===== config.mk =====
export PLATFORM = sky130hd
export DESIGN_NAME = mem_port_arbiter
export DESIGN_NICKNAME = d
export VERILOG_FILES = /design/src/rtl/mem_port_arbiter.sv
export SDC_FILE = /design/constraint.sdc
export NUM_CORES = 1
export LEC_CHECK = 0
export CAP_MARGIN = 0
export CORE_AREA = 2 2 547 549
export DETAILED_ROUTE_END_ITERATION = 16
export DIE_AREA = 0 0 549 551
export GPL_ROUTABILITY_DRIVEN = 0
export HOLD_SLACK_MARGIN = 0.06
export PLACE_DENSITY = 0.3
export SLEW_MARGIN = 20
export SYNTH_ARGS = -nofsm -noshare
export SYNTH_HDL_FRONTEND = slang
export SYNTH_SLANG_ARGS = --single-unit
export TNS_END_PERCENT = 20

===== constraint.sdc =====
create_clock -name clk -period 2.3 [get_ports clk]
set_clock_uncertainty 0.2 [all_clocks]
set_input_delay 0.23 -clock clk [delete_from_list [all_inputs] [get_ports clk]]
set_output_delay 0.23 -clock clk [all_outputs]
set_load 0.005 [all_outputs]

===== src/rtl/mem_port_arbiter.sv =====
`timescale 1ns/1ps
// mem_port_arbiter: shares one memory port between icache fills and dcache fills/writebacks.
// Build option: define ARB_ROUND_ROBIN_EN for round-robin on contention; default is dcache priority.
module mem_port_arbiter #(
  parameter int unsigned ADDR_W = 32,
  parameter int unsigned LINE_W = 256
) (
  input  logic              clk,
  input  logic              rst,
  input  logic              i_read,
  input  logic [ADDR_W-1:0] i_addr,
  output logic [LINE_W-1:0] i_rdata,
  output logic              i_resp,
  input  logic              d_read,
  input  logic              d_write,
  input  logic [ADDR_W-1:0] d_addr,
  input  logic [LINE_W-1:0] d_wdata,
  output logic [LINE_W-1:0] d_rdata,
  output logic              d_resp,
  output logic              m_read,
  output logic              m_write,
  output logic [ADDR_W-1:0] m_addr,
  output logic [LINE_W-1:0] m_wdata,
  input  logic [LINE_W-1:0] m_rdata,
  input  logic              m_resp,
  output logic [1:0]        owner
);

  typedef enum logic [2:0] {
    IDLE    = 3'd0,
    SERVE_I = 3'd1,
    SERVE_D = 3'd2,
    RESP    = 3'd3,
    RELEASE = 3'd4
  } state_t;

  localparam logic [1:0] OWN_NONE = 2'b00;
  localparam logic [1:0] OWN_I    = 2'b01;
  localparam logic [1:0] OWN_D    = 2'b10;

`ifdef ARB_ROUND_ROBIN_EN
  localparam bit RR_EN = 1'b1;
`else
  localparam bit RR_EN = 1'b0;
`endif

  state_t     r_state;
  logic [1:0] r_last_owner;
  logic       w_d_pend;
  logic       w_sel_d;

  // dcache wins unless round-robin is enabled and it was the last one served
  assign w_d_pend = d_read | d_write;
  assign w_sel_d  = w_d_pend & (~i_read | ~RR_EN | (r_last_owner != OWN_D));

  always_ff @(posedge clk or negedge rst) begin
    if (!rst) begin
      r_state      <= IDLE;
      r_last_owner <= OWN_I;
      owner        <= OWN_NONE;
      m_read       <= 1'b0;
      m_write      <= 1'b0;
      m_addr       <= '0;
      m_wdata      <= '0;
      i_rdata      <= '0;
      d_rdata      <= '0;
      i_resp       <= 1'b0;
      d_resp       <= 1'b0;
    end else begin
      i_resp <= 1'b0;
      d_resp <= 1'b0;
      case (r_state)
        IDLE: begin
          // m_read/m_write act as the latched op; read+write together is a write
          if (w_sel_d) begin
            r_state      <= SERVE_D;
            owner        <= OWN_D;
            r_last_owner <= OWN_D;
            m_addr       <= d_addr;
            m_wdata      <= d_wdata;
            m_write      <= d_write;
            m_read       <= ~d_write;
          end else if (i_read) begin
            r_state      <= SERVE_I;
            owner        <= OWN_I;
            r_last_owner <= OWN_I;
            m_addr       <= i_addr;
            m_wdata      <= '0;
            m_write      <= 1'b0;
            m_read       <= 1'b1;
          end
        end
        SERVE_I: begin
          if (m_resp) begin
            i_rdata <= m_rdata;
            i_resp  <= 1'b1;
            m_read  <= 1'b0;
            m_write <= 1'b0;
            r_state <= RESP;
          end
        end
        SERVE_D: begin
          if (m_resp) begin
            d_rdata <= m_rdata;
            d_resp  <= 1'b1;
            m_read  <= 1'b0;
            m_write <= 1'b0;
            r_state <= RESP;
          end
        end
        RESP: begin
          owner   <= OWN_NONE;
          r_state <= RELEASE;
        end
        RELEASE: begin
          r_state <= IDLE;
        end
        default: begin
          owner   <= OWN_NONE;
          m_read  <= 1'b0;
          m_write <= 1'b0;
          r_state <= IDLE;
        end
      endcase
    end
  end

endmodule

# After elaboration in Yosys (flattened, before gate mapping)
# Cells that the tools add are included.
word_totals:
  out_inout_bits: 806
  ff_bits: 809
  word_cells: 52
classes:
  reduce_logical: 11
  n_eq_ne: 6
  n_bitwise: 4
  n_mux: 21
op_table:
  columns: ["cell", "n"]
  rows:
  - ["256-bit 2-to-1 mux", 2]
  - ["32-bit 2-to-1 mux", 2]
  - ["2-bit AND reduction", 5]
  - ["3-bit 2-to-1 mux", 3]
  - ["3-bit one-hot mux with 3 select lines", 1]
  - ["1-bit 2-to-1 mux", 8]
  - ["3-bit by 2-bit equality test with 1-bit output, second input constant", 2]
  - ["1-bit one-hot mux with 3 select lines", 2]
  - ["2-bit 2-to-1 mux", 2]
  - ["2-bit one-hot mux with 2 select lines", 1]
  - ["2-bit OR reduction", 2]
  - ["3-bit by 1-bit equality test with 1-bit output, second input constant", 1]
  - ["3-bit equality test, second input constant", 1]
  - ["3-bit logical NOT", 1]
  - ["3-bit inequality test, second input constant", 1]
  - ["1-bit NOT", 3]
  - ["3-bit AND reduction", 1]
  - ["3-bit OR reduction", 1]
  - ["2-bit by 1-bit inequality test with 1-bit output, second input constant", 1]
  - ["2-bit nonzero test", 1]
  - ["1-bit OR", 1]

# Depth between registers and ports, before layout
depth:
  ltp_word: 4
  ltp_mapped: 7

# Worst setup path before layout
# Ideal clock, no wire load.
synth_path:
  path_type: "register to register"
  from: "reg r_state[2]"
  to: "reg m_wdata[100]"
  n_path_buf: 4
  path_stages_with_launch: 7
  slack_ps: 333
  t_arrival_ps: 1646
  t_required_ps: 1979
  setup_ps: 121
  path_cell_list: "dfrtp_1 buf_2 or4_1 buf_2 buf_6 buf_6 a22o_1"
synth_between:
  elab_chain_cells: 2
synth_rtl:
  columns: ["element", "line_no", "rtl"]
  rows:
  - ["start: declaration", "47", "state_t r_state;"]
  - ["start signal: assignment", "58", "r_state <= IDLE;"]
  - ["start signal: assignment", "76", "r_state <= SERVE_D;"]
  - ["start signal: assignment", "84", "r_state <= SERVE_I;"]
  - ["3-bit logical NOT", "72", "case (r_state)"]
  - ["2-bit AND reduction (no source line)", null, null]
  - ["end signal: assignment", "80", "m_wdata <= d_wdata;"]
  - ["end: declaration", "23", "output logic [LINE_W-1:0] m_wdata,"]
# No other way between the ends.
# A chain may end at the register's enable or synchronous reset.

# Final worst setup path
layout_path:
  from: "in m_resp"
  to: "reg i_rdata[132]"
layout_between:
  elab_chain_cells: 1
layout_rtl:
  columns: ["element", "line_no", "rtl"]
  rows:
  - ["start: declaration", "25", "input logic m_resp,"]
  - ["2-bit AND reduction (no source line)", null, null]
  - ["end signal: assignment", "95", "i_rdata <= m_rdata;"]
  - ["end: declaration", "12", "output logic [LINE_W-1:0] i_rdata,"]
# No other way between the ends.

==> summary.md <==
| Metric | Value |
|---|---|
| Status | finished, final reports clean |
| R2r endpoint | m_wdata[126] |
| Initial DRC count | 928 |
| Most frequent CP cell | buf_12 |
| Power per cell area | 1313 nW/um^2 |
| Share of layout cells above drive strength 1 | 0.2286 |
| Final Max Slew Viols | 0 |
| HP Class | input pin to flop |
| Initial antenna violation count | 89 |
| Normalized max-slew margin | 0.6593 |
| CTS tree | built |
| Cell count after synthesis | 1803 |
| DRC viols | 0 |
| Clock Sinks | 809 |
| CORE AREA | 296300 sq um |
| Area grow syn2layout | 96.81% |
| Die Width | 549 um |
| CP max-delay cell | dlygate4sd3_1 |
| # rows | 200 |
| Final WL | 188700 um |
| Critical Path AT | 2.71 ns |
| Crit start category | input pin |
| Hold path depth | 3 |
| Post-synth EDFFs | 0 |
| Setup ws final | 0.06319 ns |
| Post-synthesis instance area | 29990 sq um |
| Initial Util | 0.1012 |
| Largest net degree at the start of global routing | 75 |
| Static Leak | 24.05 nW |
| CTS root buffer | clkbuf_16 |
| Max clock buf depth | 4 |
| Syn_area_per_cell | 16.63 sq um |
| Sequential fraction of the synthesis area | 0.6750 |
| Worst Setup SP | m_resp |
| Power Total | 77.52 mW |
| Crit Path Category | input pin to flop |
| Setup slack at placement | -0.1557 ns |
| Total vias in the final route | 24926 |
| R2r setup slk | 0.15 ns |
| Critical-path maximum fanout | 20 |
| Routed Antenna Nets | 0 |
| Syn_nets | 2385 |
| Asr flop ratio synth | 1.000 |
| Nets | 4483 |
| Top FF cell, synth | dfrtp_1 |
| Slew @ Worst Pin | 0.5110 ns |
| Unrepaired setup endpoints after global routing | no |
| Yosys warnings | 0 |
| Num CTS Buffers | 114 |
| Stages on worst setup path | 7 |
| CP bufs+invs | 4 |
| Die area | 302500 sq um |
| CTS H-tree depth | 3 |
| Register bit total from synthesis | 809 |
| Post-DR wirelength/cell | 23.71 um |
| Vias per cell | 3.133 |
| Distinct cells, synth | 31 |
| Tmin final | 2.237 ns |
| Global-route wire length before repair | 250400 um |
| Critical path's top delay family | buffers and inverters |
| Critical Path Max Stage Delay | 0.56 ns |
| Crit-path cells | dlygate4sd3_1 > clkdlybuf4s50_1 > nand2b_1 > nor3b_4 > buf_12 > buf_12 > mux2_2 |
| R2R cell count | 5 |
| Overall Global Routing Usage | 0.1199 |
| I/O pin total | 1388 |
| Maxcap violations | 0 |
| Fmax achieved | 0.4471 GHz |
| Fin Hold WS | 0.1484 ns |
| CP Capture Point | i_rdata[132] |
| CP Capture Type | flop |
| Chip height | 551 um |
| Final setup vio count | 0 |
| Pre-Repair DR Iteration Count | 5 |
| Congestion Overflow GR | 0 |
| Worst-Skew Late Latency | 0.80 ns |
| CTS clk-pin slew, worst paths | 0.05 ns |
| Peak supply drop | 0.6105 mV |
| Reg2reg start | r_state[1] |
| Port-buffer cells | 1387 |
| Fin. Hold Viols | 0 |
| CP required | 2.78 ns |
| Post-CTS Setup Bufs | 0 |
| Dpl hpwl | 154500 um |
| Vias in the first global route | 27373 |
| Fin crit share | 0.9725 |
-- power by group --
group | total [mW] | leakage [nW] | internal, mW | switching, mW
sequential | 25.8 | 9.79 | 21.4 | 4.40
combinational | 33.9 | 12.4 | 19.6 | 14.2
clock | 17.9 | 1.82 | 10.6 | 7.26
total | 77.5 | 24.0 | 51.6 | 25.9
-- cells by family after synthesis --
logic type      synth area share
compound gates           0.07797
buf+inv                  0.02536
flops                     0.6750
mux                       0.2166
simple gates            0.005047
-- placed cells by master, fill, tap and decap left out, drive strengths merged, types with 3 or more instances in the layout --
cell           Yosys  routed
diode              0      36
dfrtp            809     809
clkbuf            15     168
nor2               4       4
mux2             576     576
clkdlybuf4s50      0    1133
a22o             256     256
dlygate4sd2        0     246
o211ai             3       3
buf              109     142
clkinv             0      17
clkinvlp           0       4
nand2b             4       4
dlygate4sd3        0     579
nor3b              3       3
dlymetal6s2s       0       3
bufinv             0       6
clkdlybuf4s15      0       3
-- through the flow --
stage / util / instances / area, sq um / setup TNS [ns]
CTS: 0.1989 / 7921 / 58940 / 0
floorplan: - / 1803 / 29990 / 0
detailed placement: 0.1677 / 7145 / 49690 / -47.05
finish: 0.1992 / 7956 / 59030 / 0
global route: 0.1991 / 7942 / 58990 / 0
global placement: 0.1677 / 7145 / 49690 / -57.94
-- worst min-delay path, cell delays in order --
cell and delay (ns):
clkdlybuf4s50_1 0.57, mux2_2 0.19, mux2_2 0.13
-- worst min-delay path by stage --
stage | startpoint | endpoint | slack [ns]
5_1_grt | d_addr[22] | m_addr[22] | 0.09
3_5_place_dp | rst | i_rdata[248] | -0.0003
4_1_cts | d_write | owner[0] | 0.06
6_report | d_addr[23] | m_addr[23] | 0.15
2_1_floorplan | rst | d_rdata[0] | -0.27
3_3_place_gp | rst | i_rdata[248] | 0.003
-- cell usage after synthesis, types with 2 or more instances --
library cell  instances  area share
a21oi_1               2     0.00033
o21bai_1              2     0.00050
a22o_1              256       0.075
nor3b_1               2     0.00050
buf_6                25      0.0094
nor2_1                4     0.00050
nand3b_1              2     0.00050
clkbuf_1             15      0.0019
nand2b_1              4     0.00083
o211ai_1              3     0.00075
nor3_1                2     0.00033
nor2b_1               2     0.00042
dfrtp_1             809        0.68
buf_2                83       0.014
mux2_2              576        0.22
-- repair_timing --
action,in CTS,in global routing
resized for setup,270,3
endpoints found under the hold margin,1613,0
endpoints found under the setup margin,264,15
hold buffers,580,0
-- routing by layer --
| metal | vias up | share of wire | track usage |
|---|---|---|---|
| met5 | - | 0.0017 | 0 |
| met4 | 54 | 0.029 | 0.03610 |
| met3 | 251 | 0.094 | 0.04855 |
| met2 | 1180 | 0.46 | 0.1938 |
| met1 | 12513 | 0.42 | 0.1452 |
| li1 | 10928 | - | - |
-- flip-flops by register name, indices dropped and copies added (netlist names) --
register and flops:
m_wdata 256, m_read 1, d_resp 1, r_state 3, m_addr 32, i_rdata 256
i_resp 1, d_rdata 256, m_write 1, owner 2
-- area by class of cell --
type	count	area, sq um
tap	3939	4928
sequential	809	20260
clock buffer	168	3326
multi-input combinational	869	9026
timing repair buffer	2106	21000
fill	32252	237300
antenna	36	90.09
inverter	1	3.754
clock inverter	28	390.4
Note: power is estimated with default switching activity, not from simulation.
